==> src/rtl/data_input_ctrl.sv <==
// data_input_ctrl: deserialises framed MSB-first words and emits one memory
// write per completed word into a circular buffer addressed by a wrapping pointer.
module data_input_ctrl #(
   parameter int WORD_W = 16,
   parameter int ADDR_W = 8
) (
   input  logic              Sclk,
   input  logic              Reset_n,
   input  logic              Frame,
   input  logic              InputL,
   input  logic              enable,
   input  logic              clear_ptr,
   output logic [WORD_W-1:0] in_data,
   output logic              in_flag,
   output logic              write_enable,
   output logic [ADDR_W-1:0] datawrite,
   output logic              frame_err
);
   localparam int CW = $clog2(WORD_W);
   localparam logic [CW-1:0] CNT_LOAD = CW'(WORD_W - 2);
   typedef enum logic {IDLE, SHIFT} state_t;
   state_t            state_q, state_d;
   logic [CW-1:0]     cnt_q, cnt_d;
   logic [WORD_W-1:0] sr_q, sr_d, data_q, data_d;
   logic [ADDR_W-1:0] ptr_q, ptr_d;
   logic              flag_q, flag_d, ferr_q, ferr_d;
   always_ff @(posedge Sclk or negedge Reset_n) begin
      if (!Reset_n) begin
         state_q <= IDLE;
         cnt_q   <= '0;
         sr_q    <= '0;
         data_q  <= '0;
         ptr_q   <= '0;
         flag_q  <= 1'b0;
         ferr_q  <= 1'b0;
      end else begin
         state_q <= state_d;
         cnt_q   <= cnt_d;
         sr_q    <= sr_d;
         data_q  <= data_d;
         ptr_q   <= ptr_d;
         flag_q  <= flag_d;
         ferr_q  <= ferr_d;
      end
   end
   // The pointer advances on the edge closing the write cycle; clear wins.
   always_comb begin
      state_d = state_q;
      cnt_d   = cnt_q;
      sr_d    = sr_q;
      data_d  = data_q;
      flag_d  = 1'b0;
      ferr_d  = 1'b0;
      ptr_d   = clear_ptr ? '0 : ptr_q + ADDR_W'(flag_q);
      if (state_q == IDLE) begin
         if (Frame && enable) begin
            state_d = SHIFT;
            cnt_d   = CNT_LOAD;
            sr_d    = {{(WORD_W-1){1'b0}}, InputL};
         end
      end else if (!enable) begin
         state_d = IDLE;
         cnt_d   = '0;
      end else if (Frame && cnt_q != '0) begin
         ferr_d = 1'b1;
         cnt_d  = CNT_LOAD;
         sr_d   = {{(WORD_W-1){1'b0}}, InputL};
      end else begin
         sr_d  = {sr_q[WORD_W-2:0], InputL};
         cnt_d = cnt_q - CW'(1);
         if (cnt_q == '0) begin
            data_d  = {sr_q[WORD_W-2:0], InputL};
            flag_d  = 1'b1;
            cnt_d   = '0;
            state_d = IDLE;
         end
      end
   end
   assign in_data      = data_q;
   assign in_flag      = flag_q;
   assign write_enable = flag_q;
   assign datawrite    = ptr_q;
   assign frame_err    = ferr_q;
endmodule

==> config.mk <==
export PLATFORM = sky130hd
export DESIGN_NAME = data_input_ctrl
export DESIGN_NICKNAME = d
export VERILOG_FILES = /design/src/rtl/data_input_ctrl.sv
export SDC_FILE = /design/constraint.sdc
export NUM_CORES = 1
export LEC_CHECK = 0
export BUFFER_PORTS_ARGS = -buffer_cell sky130_fd_sc_hd__buf_4
export CORE_MARGIN = 8
export CORE_UTILIZATION = 35
export CTS_CLUSTER_SIZE = 30
export DETAILED_ROUTE_END_ITERATION = 8
export RECOVER_POWER = 25
export SYNTH_ARGS = -nofsm -noshare
export SYNTH_HDL_FRONTEND = slang
export SYNTH_SLANG_ARGS = --single-unit
==> constraint.sdc <==
create_clock -name Sclk -period 1.7 [get_ports Sclk]
set_clock_uncertainty 0.15 [all_clocks]
set_input_delay 0.085 -clock Sclk [delete_from_list [all_inputs] [get_ports Sclk]]
set_output_delay 0.085 -clock Sclk [all_outputs]
set_load 0.03 [all_outputs]
After elaboration in Yosys (flattened, before gate mapping)
Index checks and enable logic that the tools add are counted.

Register bits: 46. Bits in latches: 0. Memory bits (writable): 0. Memory bits (read-only): 0. Bits of input ports: 6. Logic and storage cells: 40. Memories kept: 0.

Add/subtract/negate cells: 2. Multipliers: 0. Divide/modulo/power cells: 0. $lt $le $gt $ge: 0. Eq/ne operators: 1. Shift-type cells: 0. Mux-type cells: 22. Bitwise logic cells: 1. Reduce and logical (&&, ||, !) cells: 7.

Operators by type and width (count): 15-bit two-way mux (4); 4-bit two-way mux (5); 1-bit two-way mux (12); 8-bit by 1-bit adder with 8-bit output (1); 8-bit two-way mux (1); 4-bit zero test (1); 4-bit AND reduction (1); 4-bit nonzero test (1); 4-bit by 1-bit subtractor with 4-bit output, second input constant (1); 1-bit logical AND (2); 2-bit inequality test, second input constant (1); 2-bit AND reduction (1); 2-bit nonzero test (1); 1-bit inverter (1).

Longest topological paths before layout
Depth after elaboration: 5. Gate-level depth with buffers: 5. Depth with buffers taken out: 5.

Worst setup path after synthesis
OpenSTA, ideal clock, no wires.

Kind: flip-flop to flip-flop. From: reg cnt_q[2]. To: reg data_q[10], in the netlist in_data[10]. Setup time: 0.119 ns. Data arrival time: 1.453 ns. Setup slack: -0.021 ns. Stages on the path, launching flop included: 6. Path buffers: 2. Cells stage by stage: dfrtp_1 -> buf_6 -> nor4_4 -> nand3_4 -> buf_6 -> a21bo_1.

Longest elaborated chain between the ends: 4.

RTL lines: from (decl) (RTL line 23) `logic [CW-1:0] cnt_q, cnt_d;`; from (signal assigned) (RTL line 38) `cnt_q <= cnt_d;`; 4-bit nonzero test (RTL line 64) `end else if (Frame && cnt_q != '0) begin`; 1-bit logical AND (RTL line 64); 1-bit inverter (no source line); 4-bit AND reduction (no source line) *; to (signal assigned) (RTL line 40) `data_q <= data_d;`; to (decl) (RTL line 24) `logic [WORD_W-1:0] sr_q, sr_d, data_q, data_d;`.

Mark *: on every way between the ends. The rest lies on a longest branch, timed or not. A chain may end at the register's enable or synchronous reset.

Final worst setup path
From: reg cnt_q[2]. To: reg data_q[5], in the netlist in_data[5].

The elaborated chain is that of the path after synthesis.

==> flow_metrics.py <==
metrics = {
    "sta": {
        "worst_slew_pin_slew_ns": 1.11,
        "setup_viol": 0,
        "fmaxAchievable_mhz": 614,
        "post-route-period-util_pct": 95.8,
        "hold_viol": 0,
        "post-route-min-period_ns": 1.63,
        "setup_tns_ns": 0,
        "slew_headroom_pct": 25.8,
        "setup_ws_ns": 0.0722,
        "drv_slew": 0,
    },
    "clocking": {
        "clkTransAtPathRegs_ns": 0.09,
        "ctsRootBufferMaster": "clkbuf_8",
        "clk_latency_ns": 0.29,
        "clockBufferDepth": 2,
        "htree_levels": 2,
        "cts_sinks": 46,
        "numCtsBuffers": 5,
        "cts_tree": "built",
    },
    "cells_and_area": {
        "area_growth_pct": 23.6,
        "fin_area_mm2": 0.00259,
        "layout-drive-gt1-share_pct": 28.8,
        "layoutNonFillerInstCount": 308,
        "num-nets-final": 240,
        "antenna_cells": 0,
    },
    "drt": {
        "drt_pass1_iterations": 4,
        "vias": 1637,
        "avgRoutedWirePerCell_um": 14.9,
        "drc": 0,
        "ant_nets": 0,
        "vias_per_cell": 5.31,
        "drtIter0Drc": 112,
        "drt-total-wl_um": 4600,
    },
    "placement": {
        "io_buffers": 32,
        "placed_area_mm2": 0.00245,
        "pre_cts_slack_ns": 0.0545,
        "place_congestion": 0.731,
        "dp_hpwl_um": 3080,
        "place_inst": 295,
    },
    "die": {
        "rows": 28,
        "die_height_um": 93.4,
        "die_area_mm2": 0.00872,
        "pin_count": 33,
        "die_x_um": 93.4,
        "initial_core_util_pct": 35.8,
        "coreArea_mm2": 0.00585,
    },
    "worst_setup_path": {
        "max_stage_delay_ns": 0.41,
        "startpoint_type": "flip-flop",
        "rr_endpoint": "in_data[5]$_DFFE_PN0P_",
        "crit_required_ns": 1.74,
        "slowest_stage": "dfrtp_1",
        "rrSetupSlack_ns": 0.07,
        "worstPathMaxFanout": 6,
        "r2r_cells": 4,
        "crit_arrival_ns": 1.67,
        "r2r_start": "cnt_q[2]$_DFFE_PN0P_",
        "end_kind": "flip-flop",
        "cp_cell_sequence": "nor4_4 -> nand3_4 -> buf_4 -> a21bo_2",
        "critical_path_class": "reg2reg",
    },
    "logic_synthesis": {
        "ys_warn_count": 0,
        "syn_inst": 190,
        "ys_ff_latch": 46,
        "synth_area_mm2": 0.00209,
        "synth_top_cell_area_share_pct": 55.0,
        "synth_area_leaders": "dfrtp_1, o211ai_1, o21ai_0",
        "synth-async-reset-ratio_pct": 100,
        "syn-num-nets": 198,
        "synth.most_common_cell": "dfrtp_1",
        "synth.distinct_cells": 31,
        "synth-main-ff-cell": "dfrtp_1",
        "synth-edff-count": 0,
        "syn-mean-instance-area_um2": 11.0,
        "synth_common_cells": "dfrtp_1, o21ai_0, nand3_1, nand4_1, o211ai_1",
        "yosysSeqAreaShare_pct": 55.0,
        "synth_top_cell_by_area": "dfrtp_1",
    },
    "grt": {
        "antenna_found_initial": 0,
        "grt_max_degree": 47,
        "grtUsageTotal_pct": 11.1,
        "grt_pass1_vias": 1576,
        "overflow": 0,
        "grt_pass1_wl_um": 7900,
    },
    "power": {
        "p_leak_nw": 1.28,
        "power.total_mw": 2.29,
        "ir_worst_vdd_v": 0.000619,
        "power.density_mw_per_mm2": 886,
    },
    "worst_hold_path": {
        "hold_depth": 3,
        "hp-class": "in2reg",
        "min_to": "frame_err$_DFF_PN0_",
        "hold_start": "Frame",
    },
    "run": {
        "max_cap_violations": 0,
    },
    "outcome": {
        "status": "complete, no violations",
    },
}
[worst max-delay path, delay by kind of cell, from the launching register on]
kind	cells	cell delay (ns)
AND/OR/NAND/NOR	2	0.57
AO/OA/AOI/OAI	1	0.20
buffers and inverters	1	0.19
flip-flops	1	0.41
[through the flow]
step           util (%)  hold WS, ns
6_report           44.2       0.0589
2_1_floorplan         -       -0.361
3_3_place_gp       41.8      -0.0159
5_1_grt            44.2       0.0620
4_1_cts            44.1       0.0507
3_5_place_dp       41.8      -0.0210
[metal layers]
metal / part of all wire (%) / up-vias / track usage, %
met4: 0.83 / 0 / 3.49
met5: 0 / - / 0
met2: 46 / 45 / 16.3
li1: - / 787 / -
met1: 46 / 800 / 14.9
met3: 7.2 / 5 / 3.77
[flip-flops by register name, summed over array words and instances, names as in the netlist]
name	flops
in_data	16
state_q	1
cnt_q	4
frame_err	1
sr_q	15
in_flag	1
datawrite	8
[power by group]
group,leakage [nW],internal (mW),switching (mW)
registers,0.626,1.15,0.0461
logic,0.607,0.164,0.241
clock network,0.0482,0.329,0.362
[worst max-delay path by stage]
stage	end	from	cells after the start
after floorplan	datawrite[6]$_DFF_PN0_	datawrite[0]$_DFF_PN0_	5
after global placement	in_data[13]$_DFFE_PN0P_	cnt_q[3]$_DFFE_PN0P_	4
after detailed placement	in_data[13]$_DFFE_PN0P_	cnt_q[3]$_DFFE_PN0P_	4
after CTS	in_data[13]$_DFFE_PN0P_	cnt_q[3]$_DFFE_PN0P_	4
after global routing	in_data[4]$_DFFE_PN0P_	cnt_q[2]$_DFFE_PN0P_	4
final	in_data[5]$_DFFE_PN0P_	cnt_q[2]$_DFFE_PN0P_	4
[final cells by class]
class | instances | area (µm²)
Clock buffer | 7 | 86.3
Fill cell | 540 | 3260
Multi-Input combinational cell | 123 | 838
Timing Repair Buffer | 51 | 394
Sequential cell | 46 | 1150
Clock inverter | 1 | 5.00
Tap cell | 75 | 93.8
Inverter | 5 | 18.8
[cells by family after synthesis]
kind of cell / synth area share [%]
adders and majority gates: 1.19
DFF: 55.0
xor gates and xnor gates: 1.25
and+or+nand+nor: 14.7
buffers and inverters: 5.14
AOI/OAI and AO/OA: 20.7
muxes: 2.09
[cells in the final DEF (no fill, tap or decap), types with 4 or more instances in the layout]
cell type	count
a21bo_1	9
a21oi_1	9
dlygate4sd3_1	4
clkbuf_8	6
buf_4	45
a21bo_2	5
o211ai_1	15
nand2_1	4
dfrtp_1	45
o21ai_0	19
nand3_1	17
nor2_1	4
inv_1	5
nand4_1	15
[repair_timing]
action                     CTS  global route
hold buffers                 4             0
hold endpoints to repair    60             0
gates resized for setup      1             1
pin swaps                    0             2
gates cloned                 0             0
setup endpoints to repair    1             7
setup buffers                0             1
No activity file was read; power rests on OpenSTA's default activity.
